File: config.mk
export PLATFORM = sky130hd
export DESIGN_NAME = pdm_rgb_demod_flat
export DESIGN_NICKNAME = d
export VERILOG_FILES = /design/src/rtl/pdm_rgb_demod_pkg.sv /design/src/rtl/pdm_rgb_demod_if.sv /design/src/rtl/pdm_rgb_demod_chan_acc.sv /design/src/rtl/pdm_rgb_demod.sv /design/src/flat_wrapper.sv
export SDC_FILE = /design/constraint.sdc
export NUM_CORES = 1
export LEC_CHECK = 0
export BUFFER_PORTS_ARGS = -buffer_cell sky130_fd_sc_hd__clkbuf_2
export CORE_ASPECT_RATIO = 2
export CORE_MARGIN = 4
export CORE_UTILIZATION = 40
export DETAILED_ROUTE_END_ITERATION = 8
export PLACE_DENSITY = 0.67
export SYNTH_ARGS = -nofsm -noshare
export SYNTH_HDL_FRONTEND = slang
export SYNTH_SLANG_ARGS = --single-unit
File: constraint.sdc
create_clock -name clk -period 1.6 [get_ports clk]
set_input_delay 0.24 -clock clk [delete_from_list [all_inputs] [get_ports clk]]
set_output_delay 0.24 -clock clk [all_outputs]
set_load 0.02 [all_outputs]
File: src/rtl/pdm_rgb_demod_pkg.sv
// ------------------------------------------------------------------
// pdm_pkg : shared constants, types and saturate/truncate helper
// rev 1.0
// ------------------------------------------------------------------
`default_nettype none

package pdm_pkg;

  localparam int NUM_CH = 3;
  localparam int OUT_W  = 8;

  localparam int CH_R = 0;
  localparam int CH_G = 1;
  localparam int CH_B = 2;

  typedef logic [OUT_W-1:0] pix_t;

  // Clamp a window total to 2^wlog2-1, then keep the top OUT_W bits.
  function automatic pix_t sat_trunc(input logic [31:0] tot, input int wlog2);
    logic [31:0] lim;
    logic [31:0] sat;
    lim = (32'd1 << wlog2) - 32'd1;
    sat = (tot > lim) ? lim : tot;
    sat = sat >> (wlog2 - OUT_W);
    return sat[OUT_W-1:0];
  endfunction

endpackage

`default_nettype wire

File: src/rtl/pdm_rgb_demod_if.sv
// ------------------------------------------------------------------
// pdm_rgb_demod_if : RGB result word with valid/ready handshake
// rev 1.0
// ------------------------------------------------------------------
`default_nettype none

interface pdm_rgb_demod_if;
  import pdm_pkg::*;

  logic [OUT_W-1:0] led_r_out;
  logic [OUT_W-1:0] led_g_out;
  logic [OUT_W-1:0] led_b_out;
  logic             valid;
  logic             ready;

  modport master (
    output led_r_out, led_g_out, led_b_out, valid,
    input  ready
  );

  modport slave (
    input  led_r_out, led_g_out, led_b_out, valid,
    output ready
  );

endinterface

`default_nettype wire

File: src/rtl/pdm_rgb_demod_chan_acc.sv
// ------------------------------------------------------------------
// pdm_chan_acc : one channel - synchroniser, ones counter, saturation
// rev 1.0
// ------------------------------------------------------------------
`default_nettype none

module pdm_chan_acc
  import pdm_pkg::*;
#(
  parameter int WINDOW_LOG2 = 8,
  parameter int SYNC_STAGES = 2
) (
  input  wire logic             clk,
  input  wire logic             rst,
  input  wire logic             pdm_i,
  input  wire logic             clear_i,
  input  wire logic             step_i,
  input  wire logic             close_i,
  output      logic [OUT_W-1:0] result_o
);

  logic [SYNC_STAGES-1:0] sync_q;
  logic [WINDOW_LOG2:0]   acc_q;
  logic [WINDOW_LOG2:0]   acc_d;
  logic [WINDOW_LOG2:0]   tot;
  logic                   samp;

  assign samp     = sync_q[SYNC_STAGES-1];
  // Total includes the sample arriving on the closing edge itself.
  assign tot      = acc_q + {{WINDOW_LOG2{1'b0}}, samp};
  assign result_o = sat_trunc(32'(tot), WINDOW_LOG2);

  always_comb begin
    acc_d = acc_q;
    if (clear_i || close_i) begin
      acc_d = '0;
    end else if (step_i) begin
      acc_d = tot;
    end
  end

  always_ff @(posedge clk or negedge rst) begin
    if (!rst) begin
      sync_q <= '0;
      acc_q  <= '0;
    end else begin
      sync_q <= {sync_q[SYNC_STAGES-2:0], pdm_i};
      acc_q  <= acc_d;
    end
  end

endmodule

`default_nettype wire

File: src/rtl/pdm_rgb_demod.sv
// ------------------------------------------------------------------
// pdm_rgb_demod : three-channel PDM demodulator with valid/ready output
// rev 1.0
// ------------------------------------------------------------------
`default_nettype none

module pdm_rgb_demod
  import pdm_pkg::*;
#(
  parameter int WINDOW_LOG2 = 8,
  parameter int SYNC_STAGES = 2
) (
  input  wire logic              clk,
  input  wire logic              rst,
  input  wire logic              enable,
  input  wire logic [NUM_CH-1:0] pdm_in,
  pdm_rgb_demod_if.master        out_if,
  output      logic              overrun,
  input  wire logic              overrun_clr
);

  localparam logic [WINDOW_LOG2-1:0] WCNT_MAX = '1;

  logic [WINDOW_LOG2-1:0]         wcnt_q;
  logic [WINDOW_LOG2-1:0]         wcnt_d;
  logic [NUM_CH-1:0][OUT_W-1:0]   chan_res;
  logic [NUM_CH-1:0][OUT_W-1:0]   word_q;
  logic [NUM_CH-1:0][OUT_W-1:0]   word_d;
  logic                           valid_q;
  logic                           valid_d;
  logic                           ovr_q;
  logic                           ovr_d;
  logic                           close;
  logic                           accept;

  assign close  = enable && (wcnt_q == WCNT_MAX);
  assign accept = valid_q && out_if.ready;

  for (genvar i = 0; i < NUM_CH; i++) begin : g_ch
    pdm_chan_acc #(
      .WINDOW_LOG2 (WINDOW_LOG2),
      .SYNC_STAGES (SYNC_STAGES)
    ) u_acc (
      .clk      (clk),
      .rst      (rst),
      .pdm_i    (pdm_in[i]),
      .clear_i  (!enable),
      .step_i   (enable),
      .close_i  (close),
      .result_o (chan_res[i])
    );
  end

  always_comb begin
    wcnt_d  = enable ? (wcnt_q + WINDOW_LOG2'(1)) : '0;
    word_d  = word_q;
    valid_d = valid_q;
    ovr_d   = ovr_q;
    // A close always loads; it only counts as overrun if the old word was not taken.
    if (close) begin
      word_d  = chan_res;
      valid_d = 1'b1;
    end else if (accept) begin
      valid_d = 1'b0;
    end
    if (close && valid_q && !out_if.ready) begin
      ovr_d = 1'b1;
    end else if (overrun_clr) begin
      ovr_d = 1'b0;
    end
  end

  always_ff @(posedge clk or negedge rst) begin
    if (!rst) begin
      wcnt_q  <= '0;
      word_q  <= '0;
      valid_q <= 1'b0;
      ovr_q   <= 1'b0;
    end else begin
      wcnt_q  <= wcnt_d;
      word_q  <= word_d;
      valid_q <= valid_d;
      ovr_q   <= ovr_d;
    end
  end

  assign out_if.led_r_out = word_q[CH_R];
  assign out_if.led_g_out = word_q[CH_G];
  assign out_if.led_b_out = word_q[CH_B];
  assign out_if.valid     = valid_q;
  assign overrun          = ovr_q;

endmodule

`default_nettype wire

File: src/flat_wrapper.sv
// flat-port wrapper written by rule: the top's interface ports become plain ports
module pdm_rgb_demod_flat import pdm_pkg::*;
#(
  parameter int WINDOW_LOG2 = 8,
  parameter int SYNC_STAGES = 2
)
  (clk, rst, enable, pdm_in, overrun, overrun_clr, out_if_led_r_out, out_if_led_g_out, out_if_led_b_out, out_if_valid, out_if_ready);
  pdm_rgb_demod_if out_if_i ();
  input  wire logic clk;
  input  wire logic rst;
  input  wire logic enable;
  input  wire logic [NUM_CH-1:0] pdm_in;
  output      logic overrun;
  input  wire logic overrun_clr;
  output wire logic [$bits(out_if_i.led_r_out)-1:0] out_if_led_r_out;
  output wire logic [$bits(out_if_i.led_g_out)-1:0] out_if_led_g_out;
  output wire logic [$bits(out_if_i.led_b_out)-1:0] out_if_led_b_out;
  output wire logic [$bits(out_if_i.valid)-1:0] out_if_valid;
  input wire logic [$bits(out_if_i.ready)-1:0] out_if_ready;
  assign out_if_led_r_out = out_if_i.led_r_out;
  assign out_if_led_g_out = out_if_i.led_g_out;
  assign out_if_led_b_out = out_if_i.led_b_out;
  assign out_if_valid = out_if_i.valid;
  assign out_if_i.ready = out_if_ready;
  pdm_rgb_demod #(.WINDOW_LOG2(WINDOW_LOG2), .SYNC_STAGES(SYNC_STAGES)) u_core (.clk(clk), .rst(rst), .enable(enable), .pdm_in(pdm_in), .out_if(out_if_i), .overrun(overrun), .overrun_clr(overrun_clr));
endmodule
# Word-level counts from Yosys, hierarchy flattened
# Cells that the tools add are included.
[totals]
regBits = 67
in_bits = 8
out_inout_bits = 26
wordCells = 44
[classes]
addsub = 4
magnitude_cmp = 3
n_eq_ne = 1
muxes = 14
n_reduce_logical = 10
[ops]
columns = ["operator", "count"]
rows = [
  ["$mux W9", 6],
  ["$mux W8", 4],
  ["$add A9 B1 Y9", 3],
  ["$gt A9 B8 Y1 const B", 3],
  ["$add A8 B1 Y8 const B", 1],
  ["$eq A8 B8 Y1 const B", 1],
  ["$reduce_bool A2 Y1", 3],
  ["$logic_and A1 B1 Y1", 4],
  ["$mux W1", 4],
  ["$logic_not A1 Y1", 2],
  ["$logic_or A1 B1 Y1", 1],
]

# Longest topological paths before layout
[logic_depth]
ltp_word = 5
ltp_mapped = 7
mapped_depth_nobuf = 6

# Modules after synthesis
# From an unflattened synthesis, not the netlist that was laid out.
[hier_totals]
cells_unflattened = 310
area_unflattened_um2 = 3425.8
[by_module_without_submodules]
columns = ["module", "instances", "cells_per_inst", "area_per_inst_um2", "seq_area_each_um2"]
rows = [
  ["pdm_chan_acc", 3, 73, 695.7, 275.3],
  ["pdm_rgb_demod", 1, 91, 1338.8, 850.8],
]

# Worst setup path before layout
# OpenSTA, ideal clock, no wires.
[synth_timing]
path_type = "register to register"
from = "reg u_core.g_ch[2].u_acc.sync_q[1]"
to = "reg u_core.word_q (netlist bit u_core.out_if.led_b_out[0])"
setup_time_ps = 73
arrival_time_ps = 1600
t_required_ps = 1527
path_slack_ps = -73
path_stages_with_launch = 8
n_path_buf = 1
period_less_slack_ps = 1673
cell_sequence = "dfrtp_1 ha_1 ha_1 nand4_1 or3_1 and3_4 buf_6 a21oi_2"
[synth_via]
elab_chain_len = 3
[synth_rtl]
columns = ["item", "line", "source"]
rows = [
  ["start, declared", "pdm_rgb_demod_chan_acc.sv:22", "logic [SYNC_STAGES-1:0] sync_q;"],
  ["start signal, assigned", "pdm_rgb_demod_chan_acc.sv:47", "sync_q <= {sync_q[SYNC_STAGES-2:0], pdm_i};"],
  ["$add A9 B1 Y9 *", "pdm_rgb_demod_chan_acc.sv:30", "assign tot = acc_q + {{WINDOW_LOG2{1'b0}}, samp};"],
  ["$gt A9 B8 Y1", "pdm_rgb_demod_pkg.sv:23", "sat = (tot > lim) ? lim : tot;"],
  ["$mux W8 *", "pdm_rgb_demod_pkg.sv:23", ""],
  ["end signal, assigned", "pdm_rgb_demod.sv:81", "word_q <= word_d;"],
  ["end, declared", "pdm_rgb_demod.sv:27", "logic [NUM_CH-1:0][OUT_W-1:0] word_q;"],
]
# Mark *: on every way between the ends. The rest lies on a longest branch, timed or not.
# A chain may end at the register's enable or synchronous reset.

# Worst setup path after layout
[layout_timing]
from = "reg u_core.g_ch[2].u_acc.sync_q[1]"
to = "reg u_core.word_q (netlist bit u_core.out_if.led_b_out[1])"
# Same word-level chain as after synthesis.

==> flow_summary_export.csv <==
group,metric,value,unit
outcome,status,"complete, but fails checks",
outcome,violations,"setup timing",
synth,synth_seq_cells,67,
layout,fin_cells,410,
worst_setup_path,cp_top_family,"simple AND/OR/NAND/NOR gates",
clock_network,cts_sinks,67,
routing,drt_iter0_drc,84,
pwr,p_leak,1.75,nW
layout,fillCellCount,590,
synth,synth.yosys.seq_area_share,60.5,%
layout,antenna_cells,0,
layout,final_common_cell,"dfrtp_1",
placement,io_buffers,33,
routing,wl_per_cell,13.9,µm
worst_setup_path,start_kind,"flop",
worst_setup_path,end_kind,"flop",
synth,synthCells,248,
routing,num_vias,1996,
worst_setup_path,slowest_delay,0.43,ns
pwr,finalPower,3.93,mW
synth,avgSynthCellArea,11.2,µm²
sta,setup_ws,-0.0405,ns
placement,dpl_cell_area,3220,µm²
worst_setup_path,worstPathArrival,1.90,ns
sta,setup_viol,8,
worst_setup_path,required,1.86,ns
floorplanning,die_w,66.9,µm
layout,layout-drive-gt1-share,36.0,%
synth,synth_nets,263,
worst_setup_path,cp_common_cell,"ha_4",
synth,synth_flop_cell,"dfrtp_1",
synth,async_flop_share,100,%
floorplanning,coreArea,6670,µm²
sta,fin_crit_sh,103,%
sta,skew,0.00624,ns
sta,worst_slew_pin_slew,0.354,ns
placement,dp_slack,-0.0899,ns
clock_network,cts_htree_levels,3,
sta,hold_violations,0,
layout,final_nets,332,
floorplanning,chipHeight,126,µm
routing,first_pass_iters,4,
routing,ant_nets,0,
floorplanning,io_pins,34,
layout,design_area,3780,µm²
sta,post-route-min-period,1.64,ns
clock_network,cts_tree,"yes",
layout,area_growth_syn_to_layout,36.5,%
sta,rsz0062_at_grt,"true",
synth,syn-cell-area,2770,µm²
global_routing,grt_overflow,0,
clock_network,clk_pin_slew,0.05,ns
routing,drcViolationCount,0,
sta,fin_hold_ws,0.0159,ns
global_routing,first_global_vias,2157,
global_routing,grt_first_pass_wirelength,9880,µm
floorplanning,rows,42,
worst_setup_path,path_max_fanout,8,
job,drv_cap,0,
global_routing,antenna_found_initial,0,
layout,layout_common_cells,"dfrtp_1, nor2_1, clkbuf_2",
pwr,ir_drop,0.000792,V
synth,synth_cell_types,33,
worst_setup_path,crit_path_cell_trace,"ha_4 -> ha_4 -> nand4_1 -> or3_1 -> and3_4 -> a21oi_2",
global_routing,grt_start_max_net_pins,68,
sta,fmax,610,MHz
routing,via_per_inst,4.87,
placement,placed_cells,385,
sta,slew_viol_final,0,
placement,gp_congestion,0.788,
placement,dpl.hpwl,3800,µm
synth,synth_warnings,0,
worst_setup_path,crit_slowest_cell,"or3_1",
sta,max_slew_margin,76.4,%
worst_hold_path,worstHoldPathType,"input port to flop",
global_routing,track_usage,15.8,%
worst_setup_path,critical_path_buf_inv_count,0,
floorplanning,start_util,41.5,%
synth,synth_edf_count,0,
pwr,power_density,1040,nW/µm²
clock_network,clock_path_buffers,2,
clock_network,cts_buffers,9,
floorplanning,die_area,8400,µm²
worst_setup_path,path_class,"flop to flop",
clock_network,clk_latency,0.33,ns
clock_network,cts_root_buf,"clkbuf_16",
routing,wl,5710,µm
==> cells by family (layout without fill, tap and decap cells) <==
family	Yosys count	count (layout)	share of synthesized area, %
buf+inv	16	90	2.93
simple gates	102	102	18.3
xor+xnor	23	23	7.27
compound gates	33	33	7.81
flops	67	67	60.5
fa+ha+maj	7	7	3.16
==> path summary, 6_finish.rpt <==
| kind | start | end | slack, ns | depth (start not counted) |
|---|---|---|---|---|
| min in group asynchronous | rst | u_core.out_if.led_g_out[1] | 0.46 | 3 |
| min reg2reg | u_core.g_ch[1].u_acc.sync_q[0] | u_core.g_ch[1].u_acc.sync_q[1] | 0.36 | 0 |
| max reg2reg | u_core.g_ch[2].u_acc.sync_q[1] | u_core.out_if.led_b_out[1] | -0.04 | 6 |
| min | pdm_in[0] | u_core.g_ch[0].u_acc.sync_q[0] | 0.02 | 1 |
| max | u_core.g_ch[2].u_acc.sync_q[1] | u_core.out_if.led_b_out[1] | -0.04 | 6 |
| max in group asynchronous | rst | u_core.out_if.led_b_out[7] | 0.85 | 3 |
==> routing by layer <==
metal,vias up,share of wire (%),global-route usage (%)
met3,6,4.0,5.61
met4,0,1.6,7.42
li1,962,-,-
met1,998,37,17.3
met2,30,57,26.5
met5,-,0,0
==> worst register-to-register path: cells and delay by family (launching register included) <==
family | cells | cell delay (ns)
simple gates | 3 | 0.78
compound gates | 1 | 0.14
fa+ha+maj | 2 | 0.28
flops | 1 | 0.37
==> where the power goes <==
group          internal [mW]  switching, mW
logic                 0.0700         0.0925
registers               1.73         0.0233
clock network           1.33          0.697
total                   3.12          0.813
==> per-stage QoR <==
| step | util [%] | TNS (ns) |
|---|---|---|
| 2_1_floorplan | - | -0.0313 |
| 3_3_place_gp | 48.3 | -0.247 |
| 3_5_place_dp | 48.3 | -0.670 |
| 4_1_cts | 55.1 | -0.0118 |
| 5_1_grt | 56.7 | -1.67 |
| 6_report | 56.7 | -0.160 |
==> Yosys cell counts (2+ instances only) <==
cell	instances	area [µm²]
nor2_1	54	203
nand2_1	10	37.5
and3_1	3	18.8
and2_1	7	43.8
xor2_1	6	52.6
o211a_1	2	20.0
o31a_1	2	17.5
a21oi_2	8	70.1
buf_4	3	22.5
or3_1	2	12.5
nor3_4	2	32.5
nand2b_1	2	12.5
a21oi_1	17	85.1
nand4_1	3	18.8
xnor2_1	17	149
buf_2	2	10.0
o21ai_0	2	10.0
ha_1	7	87.6
inv_1	9	33.8
dfrtp_1	67	1680
nand3_1	11	55.1
==> area by class of cell <==
type	instances	area, µm²	share of cell area, %
sequential	67	1680	44.3
clock inverter	4	47.5	1.26
clock buffer	12	267	7.04
timing repair buffer	65	457	12.1
multi-input combinational	165	1190	31.5
tap	88	110	2.91
inverter	9	33.8	0.893
==> registers in the layout, indices dropped and copies added (netlist names) <==
signal                    flops
u_core.overrun                1
u_core.out_if.led_r_out       8
u_core.out_if.led_b_out       8
u_core.g_ch.u_acc.sync_q      6
u_core.wcnt_q                 8
u_core.out_if.valid           1
u_core.g_ch.u_acc.acc_q      27
u_core.out_if.led_g_out       8
==> repair_timing <==
item                                    4_1_cts  5_1_grt
hold buffers                                  3        0
gates resized for setup                      15       19
pin swaps                                     6       10
endpoints found under the setup margin       24       49
setup buffers                                 3        3
endpoints found under the hold margin        69        0
Power figures use the tool's default switching activity.
